### src/rtl/pipelined_carry_adder_pkg.sv
// Shared constants, types and helpers for the pipelined carry adder.
package pipelined_carry_adder_pkg;

  localparam int unsigned DEF_WIDTH  = 32;
  localparam int unsigned DEF_STAGES = 4;
  localparam int unsigned DEF_CHUNK  = DEF_WIDTH / DEF_STAGES;

  typedef logic [DEF_WIDTH-1:0] word_t;

  // Per-stage payload at the default geometry.
  typedef struct packed {
    logic  valid;
    word_t a;
    word_t b;
    word_t sum;
    logic  carry;
  } stage_t;

  // True when WIDTH splits evenly into STAGES slices with 1 <= STAGES <= WIDTH.
  function automatic bit split_ok(input int unsigned width, input int unsigned stages);
    return (stages >= 1) && (stages <= width) && ((width % stages) == 0);
  endfunction

  // Full-adder cell: returns {carry_out, sum}.
  function automatic logic [1:0] fa(input logic a, input logic b, input logic c);
    return {(a & b) | (c & (a ^ b)), a ^ b ^ c};
  endfunction

endpackage

### src/rtl/adder_slice.sv
// Combinational CHUNK-bit ripple adder built from the full-adder cell.
module adder_slice
  import pipelined_carry_adder_pkg::*;
#(
  parameter int unsigned CHUNK = DEF_CHUNK
) (
  input  logic [CHUNK-1:0] a,
  input  logic [CHUNK-1:0] b,
  input  logic             cin,
  output logic [CHUNK-1:0] sum,
  output logic             cout,
  output logic             cmsb
);

  logic [CHUNK:0] carry_c;

  // Ripple the carry through the slice one FA at a time.
  always_comb begin
    carry_c    = '0;
    sum        = '0;
    carry_c[0] = cin;
    for (int i = 0; i < int'(CHUNK); i++) begin
      {carry_c[i+1], sum[i]} = fa(a[i], b[i], carry_c[i]);
    end
  end

  assign cout = carry_c[CHUNK];
  assign cmsb = carry_c[CHUNK-1];

endmodule

### src/rtl/pipelined_carry_adder.sv
// Elastic STAGES-deep add/subtract pipeline; each stage ripples one CHUNK slice.
module pipelined_carry_adder
  import pipelined_carry_adder_pkg::*;
#(
  parameter int unsigned WIDTH  = DEF_WIDTH,
  parameter int unsigned STAGES = DEF_STAGES
) (
  input  logic             clk,
  input  logic             rst_n,
  input  logic             in_valid,
  output logic             in_ready,
  input  logic [WIDTH-1:0] in_a,
  input  logic [WIDTH-1:0] in_b,
  input  logic             in_sub,
  input  logic             in_cin,
  output logic             out_valid,
  input  logic             out_ready,
  output logic [WIDTH-1:0] out_sum,
  output logic             out_carry,
  output logic             out_ovf
);

  // An illegal split collapses the slice width so elaboration breaks visibly.
  localparam int unsigned CHUNK = split_ok(WIDTH, STAGES) ? WIDTH / STAGES : 0;

  // Operands ride along in full so every stage sees a uniform payload;
  // bits already consumed are dead logic and trim away in synthesis.
  typedef struct packed {
    logic             valid;
    logic [WIDTH-1:0] a;
    logic [WIDTH-1:0] b;
    logic [WIDTH-1:0] sum;
    logic             carry;
    logic             ovf;
  } pipe_t;

  pipe_t            st_q   [STAGES];
  pipe_t            st_d   [STAGES];
  pipe_t            src_c  [STAGES];
  logic [STAGES:0]  rdy_c;

  logic [CHUNK-1:0] sl_a    [STAGES];
  logic [CHUNK-1:0] sl_b    [STAGES];
  logic [CHUNK-1:0] sl_sum  [STAGES];
  logic             sl_cin  [STAGES];
  logic             sl_cout [STAGES];
  logic             sl_cmsb [STAGES];

  // Ready chain, per-stage sources (operand conditioning at entry) and slice operands.
  always_comb begin
    rdy_c         = '0;
    rdy_c[STAGES] = out_ready;
    for (int k = int'(STAGES) - 1; k >= 0; k--) begin
      rdy_c[k] = !st_q[k].valid || rdy_c[k+1];
    end

    src_c[0].valid = in_valid;
    src_c[0].a     = in_a;
    src_c[0].b     = in_sub ? ~in_b : in_b;
    src_c[0].sum   = '0;
    src_c[0].carry = in_sub | in_cin;
    src_c[0].ovf   = 1'b0;
    for (int k = 1; k < int'(STAGES); k++) begin
      src_c[k] = st_q[k-1];
    end

    for (int k = 0; k < int'(STAGES); k++) begin
      sl_a[k]   = src_c[k].a[k*CHUNK +: CHUNK];
      sl_b[k]   = src_c[k].b[k*CHUNK +: CHUNK];
      sl_cin[k] = src_c[k].carry;
    end
  end

  // One ripple slice per stage.
  for (genvar g = 0; g < STAGES; g++) begin : g_slice
    adder_slice #(.CHUNK(CHUNK)) u_slice (
      .a    (sl_a[g]),
      .b    (sl_b[g]),
      .cin  (sl_cin[g]),
      .sum  (sl_sum[g]),
      .cout (sl_cout[g]),
      .cmsb (sl_cmsb[g])
    );
  end

  // Stage next-state: load when ready, otherwise hold; data only moves with a valid entry.
  always_comb begin
    for (int k = 0; k < int'(STAGES); k++) begin
      st_d[k] = st_q[k];
      if (rdy_c[k]) begin
        st_d[k].valid = src_c[k].valid;
        if (src_c[k].valid) begin
          st_d[k].a                       = src_c[k].a;
          st_d[k].b                       = src_c[k].b;
          st_d[k].sum                     = src_c[k].sum;
          st_d[k].sum[k*CHUNK +: CHUNK]   = sl_sum[k];
          st_d[k].carry                   = sl_cout[k];
          st_d[k].ovf                     = sl_cout[k] ^ sl_cmsb[k];
        end
      end
    end
  end

  // Stage registers; reset discards every in-flight entry.
  always_ff @(posedge clk or negedge rst_n) begin
    if (!rst_n) begin
      for (int k = 0; k < int'(STAGES); k++) begin
        st_q[k] <= '0;
      end
    end else begin
      for (int k = 0; k < int'(STAGES); k++) begin
        st_q[k] <= st_d[k];
      end
    end
  end

  assign in_ready  = rdy_c[0];
  assign out_valid = st_q[STAGES-1].valid;
  assign out_sum   = st_q[STAGES-1].sum;
  assign out_carry = st_q[STAGES-1].carry;
  assign out_ovf   = st_q[STAGES-1].ovf;

endmodule

### config.mk
export PLATFORM = sky130hd
export DESIGN_NAME = pipelined_carry_adder
export DESIGN_NICKNAME = d
export VERILOG_FILES = /design/src/rtl/pipelined_carry_adder_pkg.sv /design/src/rtl/adder_slice.sv /design/src/rtl/pipelined_carry_adder.sv
export SDC_FILE = /design/constraint.sdc
export NUM_CORES = 1
export LEC_CHECK = 0
export ABC_AREA = 1
export ABC_CLOCK_PERIOD_IN_PS = 6100
export CORE_MARGIN = 2
export CORE_UTILIZATION = 40
export DETAILED_ROUTE_END_ITERATION = 8
export DONT_BUFFER_PORTS = 1
export GPL_TIMING_DRIVEN = 1
export PLACE_DENSITY_LB_ADDON = 0.08
export SLEW_MARGIN = 20
export SYNTH_ARGS = -nofsm -noshare
export SYNTH_HDL_FRONTEND = slang
export SYNTH_SLANG_ARGS = --single-unit
### constraint.sdc
create_clock -name clk -period 6.1 [get_ports clk]
set_input_delay 1.22 -clock clk [delete_from_list [all_inputs] [get_ports clk]]
set_output_delay 1.22 -clock clk [all_outputs]
set_load 0.02 [all_outputs]
==> flow_metrics.py <==
metrics = {
    "status": {
        "outcome": "finished clean",
    },
    "floorplan": {
        "dieHeight_um": 148,
        "core_area_um2": 20400,
        "rows": 52,
        "die_w_um": 148,
        "start_util": 0.409,
        "io_pins": 106,
        "die_area_um2": 22000,
    },
    "logic_synthesis": {
        "synth_common_cells": "nand2_1 (349), dfrtp_1 (185), nand3_1 (168), inv_1 (36), fa_1 (32)",
        "synth.net_count": 991,
        "synth_most_common_cell": "nand2_1",
        "ys_async_sr_fraction": 1.00,
        "synth_area_leaders": "dfrtp_1 (56%), nand2_1 (16%), nand3_1 (10%)",
        "syn-mean-instance-area_um2": 9.37,
        "ys_types": 20,
        "yosys_warnings": 0,
        "synth_top_flop_cell": "dfrtp_1",
        "synth-xor-area-share": 0.0347,
        "synth_edf_count": 0,
        "muxShareOfSynthArea": 0,
        "synth_top_cell_area_share": 0.556,
        "synth_simple_gate_area_share": 0.268,
        "synth_compound_area_frac": 0.00841,
        "yosysTopAreaCell": "dfrtp_1",
        "ys_seq_area_frac": 0.556,
        "synth-seq-cells": 185,
        "syn-cell-area_um2": 8330,
        "postSynthCellCount": 889,
        "synth-adder-area-share": 0.0769,
        "synth_top_family_by_area": "simple AND/OR/NAND/NOR gates",
    },
    "hold_path": {
        "hold_path.class": "reg2reg",
    },
    "critical_path": {
        "rrSetupSlack_ns": 1.97,
        "crit_fanout": 33,
        "arrival_ns": 4.68,
        "rr_worst_depth": 12,
        "crit_type": "in2reg",
        "setup.worst_path.start_class": "input port",
        "r2r-start": "sl_cin[2]",
        "crit_end": "src_c[207]",
        "required_ns": 6.41,
        "reg2reg_to": "src_c[116]",
        "cp-end-kind": "flop",
        "timing.critical_path.from": "in_sub",
    },
    "grt": {
        "use_met2": 0.240,
        "grt_pass1_vias": 5574,
        "grt_max_degree": 186,
        "grtUsageTotal": 0.171,
        "use_met3": 0.0368,
        "grt_pass1_wl_um": 29800,
        "use_met1": 0.264,
        "antenna_found_initial": 0,
        "gr-total-overflow": 0,
        "busiest_layer": "met1",
    },
    "placement": {
        "globalplace.congestion": 0.755,
        "io_buffers": 0,
        "pre_cts_ws_ns": 1.28,
        "dp_cells": 1103,
        "dp_hpwl_um": 11600,
    },
    "clock_tree": {
        "cts_resized": 0,
        "post_cts_buffers": 0,
        "cts_hold_buf": 0,
        "cts_htree_levels": 4,
        "cts_buffers": 17,
        "root_buffer": "clkbuf_16",
        "clkSinkCount": 185,
        "clock_path_buffers": 2,
        "clock_latency_ns": 0.44,
        "cts_tree": "built",
        "cts.clk_slew.worst_paths_ns": 0.07,
    },
    "routing": {
        "num_vias": 5490,
        "wl_um": 17400,
        "vias_per_cell": 4.85,
        "drtPass1Iterations": 4,
        "wire_per_inst_um": 15.4,
        "ant_nets": 0,
        "drtIter0Drc": 328,
        "drc_errors": 0,
    },
    "timing": {
        "drv_slew": 0,
        "worstMarginPinSlew_ns": 0.955,
        "setup_viol": 0,
        "worst_slack_ns": 1.73,
        "relSlewSlack": 0.361,
        "holdWs_ns": 0.471,
        "finClkSkew_ns": 0.0128,
        "fin_tns_setup_ns": 0,
        "max_freq_mhz": 229,
        "rsz0062_at_grt": "false",
        "hold_violations": 0,
        "period_needed_ns": 4.37,
        "period_share": 0.716,
    },
    "pwr": {
        "power_density_nw_per_um2": 488,
        "p_leak_nw": 4.70,
        "power_mw": 4.41,
        "irDropWorstVdd_mv": 0.206,
    },
    "cells_and_area": {
        "layoutNonFillerInstCount": 1133,
        "final_nets": 954,
        "diodes": 0,
        "multi_input_area_um2": 3240,
        "layout-drive-gt1-share": 0.0498,
        "nFillCells": 1973,
        "register_area_um2": 4630,
        "syn_to_final_growth_pct": 8.68,
    },
    "run": {
        "maxCapViolCount": 0,
    },
}
==> routing by layer <==
layer	share of wire	routed length, um
met3	0.042	737
met5	0	0
met4	0.0094	163
met2	0.44	7680
met1	0.51	8830
==> through the flow <==
step	util	instance area, um^2
floorplan	-	8330
global placement	0.411	8370
detailed placement	0.411	8370
CTS	0.444	9040
global route	0.444	9050
finish	0.444	9050
==> cells in the final DEF (no fill, tap or decap), drive strengths merged <==
master    count
a21oi         4
buf           4
bufinv        7
clkbuf       18
clkinv        2
clkinvlp      2
dfrtp       185
fa           32
inv          38
nand2       353
nand3       168
nand4         1
nor2          5
o21ai        10
or2           1
xnor2         6
xor2         27
==> critical path, stage by stage <==
cell	delay, ns
xor2_1	0.18
fa_1	0.20
inv_1	0.05
fa_1	0.41
fa_1	0.43
fa_1	0.42
fa_1	0.39
fa_1	0.39
fa_1	0.36
inv_1	0.07
fa_1	0.40
nand3_1	0.09
nand2_1	0.06
==> logic make-up (layout without fill, tap and decap cells) <==
group,after synthesis,after routing
fa+ha+maj,32,32
flops,185,185
simple gates,528,528
xor+xnor,33,33
compound gates,14,14
buf+inv,97,71
==> flip-flops by register name, indices dropped and copies added, names as in the netlist <==
signal	cells
out_sum	32
sl_a	24
src_c	99
out_carry	1
sl_cin	3
sl_b	24
out_ovf	1
out_valid	1
==> power by group <==
part / total, mW / internal [mW] / switching, mW
clock: 1.27 / 0.806 / 0.463
sequential: 2.08 / 1.65 / 0.432
combinational: 1.06 / 0.409 / 0.655
total: 4.41 / 2.87 / 1.55
==> layout make-up <==
cell class | count | share of cell area
well taps | 270 | 0.0373
multi-input cells | 607 | 0.358
repair buffers | 4 | 0.00332
flip-flops and latches | 185 | 0.512
inverters | 37 | 0.0153
clock inverters | 12 | 0.0274
clock buffers | 18 | 0.0474
==> worst min-delay path by stage <==
stage | from | to | slack (ns) | cells after the start
after floorplan | sl_a[15] | sl_a[15] | 0.44 | 2
after global placement | sl_b[8] | sl_b[8] | 0.46 | 2
after detailed placement | sl_b[16] | sl_b[16] | 0.46 | 2
after CTS | rst_n | out_sum[0] | 0.47 | 0
after global routing | rst_n | out_sum[8] | 0.46 | 0
final | sl_a[8] | sl_a[8] | 0.47 | 2
Note: power is estimated with default switching activity, not from simulation.
